### src/rtl/pe_pkg.sv
// pe_pkg: shared definitions for the dual-mode systolic processing element.
//   MODE_WS / MODE_OS : encodings of the mode input.
//   pe_widths_legal() : true when the accumulator can hold a full-precision product.
package pe_pkg;

    localparam logic MODE_WS = 1'b0;
    localparam logic MODE_OS = 1'b1;

    function automatic bit pe_widths_legal(input int acc_w, input int data_w, input int weight_w);
        return acc_w >= (data_w + weight_w);
    endfunction

endpackage

### src/rtl/sat_add.sv
// sat_add: signed ACC_WIDTH adder with overflow detection.
//   a, b : signed operands
//   sum  : a+b, clamped to the signed range when SATURATE != 0, wrapped otherwise
//   ovf  : high whenever the true sum does not fit in ACC_WIDTH bits
module sat_add #(
    parameter int ACC_WIDTH = 24,
    parameter int SATURATE  = 1
) (
    input  logic [ACC_WIDTH-1:0] a,
    input  logic [ACC_WIDTH-1:0] b,
    output logic [ACC_WIDTH-1:0] sum,
    output logic                 ovf
);

    localparam logic [ACC_WIDTH-1:0] MAX_VAL = {1'b0, {(ACC_WIDTH-1){1'b1}}};
    localparam logic [ACC_WIDTH-1:0] MIN_VAL = {1'b1, {(ACC_WIDTH-1){1'b0}}};

    logic [ACC_WIDTH-1:0] raw;

    always_comb begin
        raw = a + b;
        // Overflow only possible when both operands share a sign and the result's differs.
        ovf = (a[ACC_WIDTH-1] == b[ACC_WIDTH-1]) && (raw[ACC_WIDTH-1] != a[ACC_WIDTH-1]);
        sum = raw;
        if (ovf && (SATURATE != 0)) begin
            sum = a[ACC_WIDTH-1] ? MIN_VAL : MAX_VAL;
        end
    end

endmodule

### src/rtl/dual_mode_pe.sv
// dual_mode_pe: systolic processing element with weight-stationary (WS) and
// output-stationary (OS) dataflows, double-buffered weight, saturating
// accumulation, sticky overflow flag and an OS drain chain.
//   clk, reset        : clock, asynchronous active-high reset
//   mode              : 0 = WS, 1 = OS (change only when idle)
//   load, swap        : WS shadow-weight shift / shadow-to-active copy
//   drain             : OS emit accumulator on out_sum
//   in_valid, in_val  : activation from west (in_valid also qualifies in_weight in OS)
//   in_weight         : weight from north
//   in_sum, in_sum_valid : partial sum / drain data from north
//   out_valid, out_val: registered activation to east
//   out_weight        : weight to south
//   out_sum, out_sum_valid : sum to south
//   ovf               : sticky overflow
module dual_mode_pe
    import pe_pkg::*;
#(
    parameter int DATA_WIDTH   = 8,
    parameter int WEIGHT_WIDTH = 8,
    parameter int ACC_WIDTH    = 24,
    parameter int SATURATE     = 1
) (
    input  logic                    clk,
    input  logic                    reset,
    input  logic                    mode,
    input  logic                    load,
    input  logic                    swap,
    input  logic                    drain,
    input  logic                    in_valid,
    input  logic [DATA_WIDTH-1:0]   in_val,
    input  logic [WEIGHT_WIDTH-1:0] in_weight,
    input  logic [ACC_WIDTH-1:0]    in_sum,
    input  logic                    in_sum_valid,
    output logic                    out_valid,
    output logic [DATA_WIDTH-1:0]   out_val,
    output logic [WEIGHT_WIDTH-1:0] out_weight,
    output logic [ACC_WIDTH-1:0]    out_sum,
    output logic                    out_sum_valid,
    output logic                    ovf
);

    localparam int PROD_WIDTH = DATA_WIDTH + WEIGHT_WIDTH;

    generate
        if (!pe_widths_legal(ACC_WIDTH, DATA_WIDTH, WEIGHT_WIDTH)) begin : g_bad_widths
            $error("dual_mode_pe: ACC_WIDTH must be >= DATA_WIDTH + WEIGHT_WIDTH");
        end
    endgenerate

    logic                    mode_q_reg;
    logic [WEIGHT_WIDTH-1:0] shadow_reg,        shadow_next;
    logic [WEIGHT_WIDTH-1:0] active_reg,        active_next;
    logic [ACC_WIDTH-1:0]    acc_reg,           acc_next;
    logic                    out_valid_reg,     out_valid_next;
    logic [DATA_WIDTH-1:0]   out_val_reg,       out_val_next;
    logic [WEIGHT_WIDTH-1:0] out_weight_reg,    out_weight_next;
    logic [ACC_WIDTH-1:0]    out_sum_reg,       out_sum_next;
    logic                    out_sum_valid_reg, out_sum_valid_next;
    logic                    ovf_reg,           ovf_next;

    logic                     mode_change;
    logic [WEIGHT_WIDTH-1:0]  multiplicand;
    logic signed [PROD_WIDTH-1:0] product;
    logic [ACC_WIDTH-1:0]     product_ext;
    logic [ACC_WIDTH-1:0]     addend;
    logic [ACC_WIDTH-1:0]     add_sum;
    logic                     add_ovf;

    assign mode_change  = (mode != mode_q_reg);
    // WS multiplies by the active weight as it was before this edge; OS by the streamed weight.
    assign multiplicand = (mode == MODE_OS) ? in_weight : active_reg;
    assign product      = $signed(in_val) * $signed(multiplicand);
    assign product_ext  = ACC_WIDTH'(product);
    // The single adder is shared: WS adds to the incoming partial sum, OS to the local accumulator.
    assign addend       = (mode == MODE_OS) ? acc_reg : in_sum;

    sat_add #(
        .ACC_WIDTH (ACC_WIDTH),
        .SATURATE  (SATURATE)
    ) u_sat_add (
        .a   (addend),
        .b   (product_ext),
        .sum (add_sum),
        .ovf (add_ovf)
    );

    always_comb begin
        shadow_next        = shadow_reg;
        active_next        = active_reg;
        acc_next           = acc_reg;
        out_valid_next     = in_valid;
        out_val_next       = in_val;
        out_weight_next    = out_weight_reg;
        out_sum_next       = out_sum_reg;
        out_sum_valid_next = 1'b0;
        ovf_next           = ovf_reg;

        // Weight buffering follows the current mode input, so it is not
        // blocked by the one-cycle mode-change bubble.
        if (mode == MODE_WS) begin
            if (load) begin
                shadow_next     = in_weight;
                out_weight_next = shadow_reg;
            end
            if (swap) begin
                active_next = shadow_reg;
            end
        end

        if (mode_change) begin
            // One idle cycle on a dataflow switch: discard accumulator, emit nothing.
            acc_next = '0;
        end else if (mode == MODE_WS) begin
            out_sum_valid_next = in_valid;
            if (in_valid) begin
                out_sum_next = add_sum;
                if (add_ovf) begin
                    ovf_next = 1'b1;
                end
            end
        end else begin
            if (in_valid) begin
                out_weight_next = in_weight;
            end
            if (drain) begin
                // Emitting the result starts a new accumulation; in_sum is dropped this cycle.
                out_sum_next       = acc_reg;
                out_sum_valid_next = 1'b1;
                ovf_next           = 1'b0;
                acc_next           = in_valid ? product_ext : '0;
            end else begin
                out_sum_next       = in_sum;
                out_sum_valid_next = in_sum_valid;
                if (in_valid) begin
                    acc_next = add_sum;
                    if (add_ovf) begin
                        ovf_next = 1'b1;
                    end
                end
            end
        end
    end

    always_ff @(posedge clk or posedge reset) begin
        if (reset) begin
            mode_q_reg        <= MODE_WS;
            shadow_reg        <= '0;
            active_reg        <= '0;
            acc_reg           <= '0;
            out_valid_reg     <= 1'b0;
            out_val_reg       <= '0;
            out_weight_reg    <= '0;
            out_sum_reg       <= '0;
            out_sum_valid_reg <= 1'b0;
            ovf_reg           <= 1'b0;
        end else begin
            mode_q_reg        <= mode;
            shadow_reg        <= shadow_next;
            active_reg        <= active_next;
            acc_reg           <= acc_next;
            out_valid_reg     <= out_valid_next;
            out_val_reg       <= out_val_next;
            out_weight_reg    <= out_weight_next;
            out_sum_reg       <= out_sum_next;
            out_sum_valid_reg <= out_sum_valid_next;
            ovf_reg           <= ovf_next;
        end
    end

    assign out_valid     = out_valid_reg;
    assign out_val       = out_val_reg;
    assign out_weight    = out_weight_reg;
    assign out_sum       = out_sum_reg;
    assign out_sum_valid = out_sum_valid_reg;
    assign ovf           = ovf_reg;

endmodule

### config.mk
export PLATFORM = sky130hd
export DESIGN_NAME = dual_mode_pe
export DESIGN_NICKNAME = d
export VERILOG_FILES = /design/src/rtl/pe_pkg.sv /design/src/rtl/sat_add.sv /design/src/rtl/dual_mode_pe.sv
export SDC_FILE = /design/constraint.sdc
export NUM_CORES = 1
export LEC_CHECK = 0
export BUFFER_PORTS_ARGS = -buffer_cell sky130_fd_sc_hd__buf_4
export CAP_MARGIN = 15
export CORE_MARGIN = 2
export CORE_UTILIZATION = 33
export CTS_CLUSTER_DIAMETER = 40
export DETAILED_ROUTE_END_ITERATION = 8
export GPL_ROUTABILITY_DRIVEN = 1
export GPL_TIMING_DRIVEN = 1
export MAX_ROUTING_LAYER = met4
export SYNTH_ARGS = -nofsm -noshare
export SYNTH_HDL_FRONTEND = slang
export SYNTH_SLANG_ARGS = --single-unit
### constraint.sdc
create_clock -name clk -period 10.4 [get_ports clk]
set_clock_uncertainty 0.1 [all_clocks]
set_input_delay 1.56 -clock clk [delete_from_list [all_inputs] [get_ports clk]]
set_output_delay 1.56 -clock clk [all_outputs]
set_load 0.02 [all_outputs]
## Word-level counts from Yosys, hierarchy flattened

Cells that the tools add are included.
Widths: inputs -> output; s select.

- $add $sub $neg: 1
- Multipliers: 1
- Equality and inequality tests: 3
- Muxes and demuxes: 23
- Bitwise gates (word level): 2
- Reductions and logical operators: 8

Operator list:

| kind | number |
|---|---|
| $mux 24 | 10 |
| $mux 8 | 6 |
| $add 24x24->24 | 1 |
| $mul 8x8->16 | 1 |
| $reduce_and 2->1 | 4 |
| $mux 1 | 7 |
| $reduce_bool 2->1 | 2 |
| $reduce_bool 3->1 | 1 |
| $ne 1x1->1 | 2 |
| $not 1->1 | 2 |
| $eq 1x1->1 | 1 |
| $logic_and 1x1->1 | 1 |

- Register bits after elaboration: 84
- Logic and storage cells: 48

## Logic depth before layout (Yosys ltp)

- Depth after elaboration: 10
- Mapped depth: 34
- Mapped depth without buffers: 29

## By module

From an unflattened synthesis, not the netlist that was laid out.

- Cells, all modules: 952
- Area, all modules: 8285.4 um^2

By module, submodules not included:

| module | times used | cells each | area an instance (um^2) |
|---|---|---|---|
| dual_mode_pe | 1 | 717 | 6682.7 |
| sat_add | 1 | 235 | 1602.8 |

## Worst setup path after synthesis

No wires, ideal clock.

- Path kind: input to register
- Start: input mode
- End: register acc_reg[23]
- Library setup time: 0.126 ns
- Arrival: 8.709 ns
- Data required time: 10.174 ns
- Path slack: 1.465 ns
- Stages on the path: 30
- Path buffers: 5
- Cells stage by stage: buf_2 > buf_1 > clkbuf_1 > mux2i_1 > nor2b_1 > fa_1 > inv_1 > fa_1 > inv_1 > fa_1 > inv_1 > fa_1 > inv_1 > ha_1 > o21ai_0 > o21ai_1 > a211oi_2 > o21ai_2 > nand2_2 > inv_2 > buf_2 > ha_1 > nand2_1 > nor3_1 > nand4_1 > and4_1 > o311a_4 > buf_6 > maj3_2 > a221o_1

- Longest elaborated chain between the ends: 10

Ends and longest elaborated chain:

| element | line | text |
|---|---|---|
| start: declaration | dual_mode_pe.sv:25 | `input logic mode,` |
| $mux 8 | dual_mode_pe.sv:71 | `assign multiplicand = (mode == MODE_OS) ? in_weight : active_reg;` |
| $mul 8x8->16 | dual_mode_pe.sv:72 | `assign product = $signed(in_val) * $signed(multiplicand);` |
| $add 24x24->24 | sat_add.sv:21 | `raw = a + b;` |
| $ne 1x1->1 | sat_add.sv:23 | `ovf = (a[ACC_WIDTH-1] == b[ACC_WIDTH-1]) && (raw[ACC_WIDTH-1] != a[ACC_WIDTH-1]);` |
| $logic_and 1x1->1 | sat_add.sv:23 |  |
| $mux 24 | sat_add.sv:25 | `if (ovf && (SATURATE != 0)) begin` |
| $mux 24 | dual_mode_pe.sv:134 | `if (in_valid) begin` |
| $mux 24 | dual_mode_pe.sv:125 | `if (drain) begin` |
| $mux 24 | dual_mode_pe.sv:113 | `end else if (mode == MODE_WS) begin` |
| $mux 24 | dual_mode_pe.sv:110 | `if (mode_change) begin` |
| end signal: assignment | dual_mode_pe.sv:160 | `acc_reg <= acc_next;` |
| end: declaration | dual_mode_pe.sv:53 | `logic [ACC_WIDTH-1:0] acc_reg, acc_next;` |

Parallel ways exist; a longest one is shown, timed or not. The select of a mux whose other input is x is not followed.
A chain may end at the register's enable or synchronous reset.

## Final worst setup path

- Start: input mode
- End: register ovf_reg, in the netlist ovf

- Longest elaborated chain between the ends: 9

Ends and longest elaborated chain:

| element | line | text |
|---|---|---|
| $mux 8 | dual_mode_pe.sv:71 |  |
| $mul 8x8->16 | dual_mode_pe.sv:72 |  |
| $add 24x24->24 | sat_add.sv:21 |  |
| $ne 1x1->1 | sat_add.sv:23 |  |
| $logic_and 1x1->1 | sat_add.sv:23 |  |
| $mux 1 (3 in series) | n/a |  |
| $mux 1 | dual_mode_pe.sv:113 |  |
| end signal: assignment | dual_mode_pe.sv:166 | `ovf_reg <= ovf_next;` |
| end: declaration | dual_mode_pe.sv:59 | `logic ovf_reg, ovf_next;` |

Parallel ways exist; a longest one is shown, timed or not.

==> qor.tcl <==
set qor(status) {finished, final reports clean}
set qor(postRouteWirelength_microns) 22900
set qor(wl_per_cell_microns) 17.7
set qor(vias) 6750
set qor(cts.htree.levels) 3
set qor(post-synth-top-area-cell) {sky130_fd_sc_hd__dfrtp_1}
set qor(fmaxAchievable_ghz) 0.110
set qor(grt_pass1_wl_microns) 37600
set qor(grt.total_usage_pct) 18.8
set qor(critPathKind) {primary input to flop}
set qor(required_ps) 10570
set qor(critical_path_peak_fanout) 20
set qor(top_signal_layer_used) {met4}
set qor(nNetsFinal) 1115
set qor(post_synth_and_or_nand_nor_area_fraction_pct) 14.0
set qor(regToRegSetupSlack_ps) 2440
set qor(synthesis.area_per_instance_sq_um) 9.26
set qor(design.die.area_sq_um) 26100
set qor(synth.ff_latch_count) 84
set qor(whs_endpoint) {out_sum[18]}
set qor(clkTransAtPathRegs_ps) 70
set qor(final.setup.tns_ps) 0
set qor(ys_seq_area_share_pct) 25.6
set qor(rr_endpoint) {ovf}
set qor(initial_core_util_pct) 33.6
set qor(drt-vias-per-instance) 5.23
set qor(drv_slew) 0
set qor(timing.final.crit_share_pct) 87.7
set qor(number_of_clock_sinks) 84
set qor(max_clock_buf_depth) 2
set qor(area_delta_synth_final_pct) 15.7
set qor(worst-endpoint-arrival_ps) 9290
set qor(r2r.worst_path.cells) 25
set qor(timing.critical_path.max_delay_family) {adder cells}
set qor(netlist_top_cells_count) {sky130_fd_sc_hd__inv_1 (94), sky130_fd_sc_hd__dfrtp_1 (84), sky130_fd_sc_hd__nand2_1 (73)}
set qor(muxShareOfSynthArea_pct) 10.1
set qor(finalWorstPathRequiredPeriod_ps) 9120
set qor(finalWeightedCongestion) 0.916
set qor(grt_start_max_net_pins) 51
set qor(synth_top_area_share_pct) 25.6
set qor(timing.max_cap.violations) 0
set qor(report.final.hold_viol_count) 0
set qor(drive_above_1_share_pct) 19.2
set qor(kind_of_capture_point_of_the_worst_setup_path) {flop}
set qor(met2RoutedLength_microns) 10700
set qor(cts-root-buf) {sky130_fd_sc_hd__clkbuf_16}
set qor(synth_edf_count) 0
set qor(io_pins) 91
set qor(critical_path_buf_inv_count) 5
set qor(crit_path_frequent_cell) {sky130_fd_sc_hd__fa_1}
set qor(grt.overflow.total) 0
set qor(mappedNetlistNets) 1039
set qor(clk-insertion-delay-late_ps) 360
set qor(min-delay-path-class) {flop to flop}
set qor(io_buffer_count) 90
set qor(n_antenna_cell) 0
set qor(critical_path.startpoint_type) {primary input}
set qor(worstMarginPinSlew_ps) 928
set qor(cts.repair.resized) 0
set qor(synth.area.top_cells) {sky130_fd_sc_hd__dfrtp_1 (26%), sky130_fd_sc_hd__fa_1 (14%), sky130_fd_sc_hd__ha_1 (7.5%), sky130_fd_sc_hd__mux2i_1 (5.1%), sky130_fd_sc_hd__mux2_2 (4.9%)}
set qor(synth_async_sr_flop_share_pct) 100
set qor(rsz0062_at_grt) {false}
set qor(post_synthesis_compound_gate_area_fraction_pct) 17.5
set qor(drt_first_iter_violations) 493
set qor(timing.rr.start) {active_reg[0]}
set qor(cts_tree) {yes}
set qor(post_cts_hold_buffer_count) 0
set qor(xor_xnor_portion_of_the_synthesized_cell_area_pct) 4.75
set qor(cp_slowest_stage_delay_ps) 690
set qor(dr_wl_met3_microns) 1110
set qor(final_core_util_pct) 38.9
set qor(first_global_vias) 6940
set qor(hp-start) {out_sum[18]}
set qor(synthesis.yosys.warnings) 0
set qor(synthFlopType) {sky130_fd_sc_hd__dfrtp_1}
set qor(worst_path_max_delay_cell) {sky130_fd_sc_hd__mux2i_1}
set qor(chipWidth_microns) 162
set qor(report.final.setup_viol) 0
set qor(hpwl_after_detailed_placement_microns) 17200
set qor(synth_cell_types) 72
set qor(min_path_cells) 2
set qor(synthMostInstantiatedCell) {sky130_fd_sc_hd__inv_1}
set qor(antenna_violating_nets_left) 0
set qor(antenna_found_initial) 0
set qor(numCtsBuffers) 9
set qor(placement_rows) 57
set qor(post_synth_instance_area_sq_um) 8200
set qor(core_area_sq_um) 24400
set qor(yosys.area_share.adder_pct) 21.8
set qor(worst_setup_path_startpoint) {mode}
set qor(synthCells) 886
set qor(remaining_drc_errors) 0
set qor(m1WireLength_microns) 10600
set qor(largest_family_of_logic_cells_by_synthesized_area) {adder cells}
set qor(dieHeight_microns) 162
set qor(timing.max_slew.rel_slack_pct) 37.8
set qor(post_cts.repair.setup_buffers) 0
set qor(drt_first_pass_iters) 5
## per-layer routing
metal  global-route usage [%]  vias to the layer above
met1                     25.2                     3330
met2                     29.5                      169
met4                     5.99                        0
li1                         -                     3218
met5                        -                        -
met3                     2.80                       33
## placed cells by master (no fill, tap or decap), types with 8 or more instances in the layout
cell / netlist / layout
sky130_fd_sc_hd__mux2i_1: 42 / 42
sky130_fd_sc_hd__buf_4: 3 / 99
sky130_fd_sc_hd__inv_1: 94 / 93
sky130_fd_sc_hd__xnor2_1: 24 / 24
sky130_fd_sc_hd__a221o_1: 9 / 9
sky130_fd_sc_hd__xor2_1: 8 / 8
sky130_fd_sc_hd__nor3_1: 29 / 28
sky130_fd_sc_hd__nor2_1: 30 / 30
sky130_fd_sc_hd__nand2_1: 73 / 73
sky130_fd_sc_hd__ha_1: 49 / 49
sky130_fd_sc_hd__a22oi_1: 10 / 10
sky130_fd_sc_hd__clkbuf_16: 0 / 9
sky130_fd_sc_hd__a21oi_1: 64 / 64
sky130_fd_sc_hd__o21ai_1: 19 / 18
sky130_fd_sc_hd__mux2_2: 36 / 36
sky130_fd_sc_hd__a21o_1: 17 / 17
sky130_fd_sc_hd__nor2b_1: 34 / 34
sky130_fd_sc_hd__o21ai_0: 46 / 46
sky130_fd_sc_hd__fa_1: 56 / 56
sky130_fd_sc_hd__and2_1: 16 / 16
sky130_fd_sc_hd__dfrtp_1: 84 / 84
sky130_fd_sc_hd__o211ai_1: 9 / 9
## layout make-up
| cell class | instances | area (sq um) |
|---|---|---|
| Clock buffer | 9 | 225 |
| Fill cell | 2477 | 14900 |
| Clock inverter | 7 | 57.6 |
| Multi-Input combinational cell | 672 | 5600 |
| Tap cell | 324 | 405 |
| Timing Repair Buffer | 99 | 743 |
| Sequential cell | 84 | 2100 |
| Inverter | 96 | 362 |
## cells by family (layout without fill, tap and decap cells)
logic type / Yosys count / in the layout
buf+inv: 130 / 211
simple gates: 224 / 224
flops: 84 / 84
fa+ha+maj: 110 / 110
compound gates: 222 / 222
xor+xnor: 38 / 38
mux: 78 / 78
## per-stage QoR
step,hold slack [ps],std cells,setup WS [ps],area (sq um)
2_1_floorplan,362,886,1460,8200
3_3_place_gp,382,1275,1230,9210
3_5_place_dp,387,1275,1010,9210
4_1_cts,403,1291,1390,9490
5_1_grt,426,1291,765,9490
6_report,402,1291,1280,9490
## worst max path at each step
stage / to / slack (ps) / cells after the start
2_1_floorplan: acc_reg[23] / 1460 / 30
5_1_grt: ovf / 770 / 26
4_1_cts: ovf / 1390 / 26
6_report: ovf / 1280 / 26
3_5_place_dp: ovf / 1010 / 28
3_3_place_gp: ovf / 1230 / 28
## worst register-to-register path, stage by stage (launching register included)
cell                       delay [ps]
sky130_fd_sc_hd__dfrtp_1          390
sky130_fd_sc_hd__mux2i_1          500
sky130_fd_sc_hd__nor2b_1          170
sky130_fd_sc_hd__ha_1             400
sky130_fd_sc_hd__inv_1            160
sky130_fd_sc_hd__fa_1             690
sky130_fd_sc_hd__fa_1             460
sky130_fd_sc_hd__inv_1             70
sky130_fd_sc_hd__fa_1             410
sky130_fd_sc_hd__ha_1             370
sky130_fd_sc_hd__nand2_1          140
sky130_fd_sc_hd__o21ai_0          420
sky130_fd_sc_hd__a211o_1          250
sky130_fd_sc_hd__nand3_2          140
sky130_fd_sc_hd__nand2_2          120
sky130_fd_sc_hd__inv_2            160
sky130_fd_sc_hd__ha_1             470
sky130_fd_sc_hd__nand2_1          110
sky130_fd_sc_hd__nor3_1           260
sky130_fd_sc_hd__nand4_1          130
sky130_fd_sc_hd__and4_1           250
sky130_fd_sc_hd__o311a_4          470
sky130_fd_sc_hd__nor3_2           610
sky130_fd_sc_hd__buf_4            330
sky130_fd_sc_hd__nor3_1            80
sky130_fd_sc_hd__a211oi_1         210
Power is not shown: default switching activity piles up to over one toggle a cycle in this logic, so the estimate is an artifact.
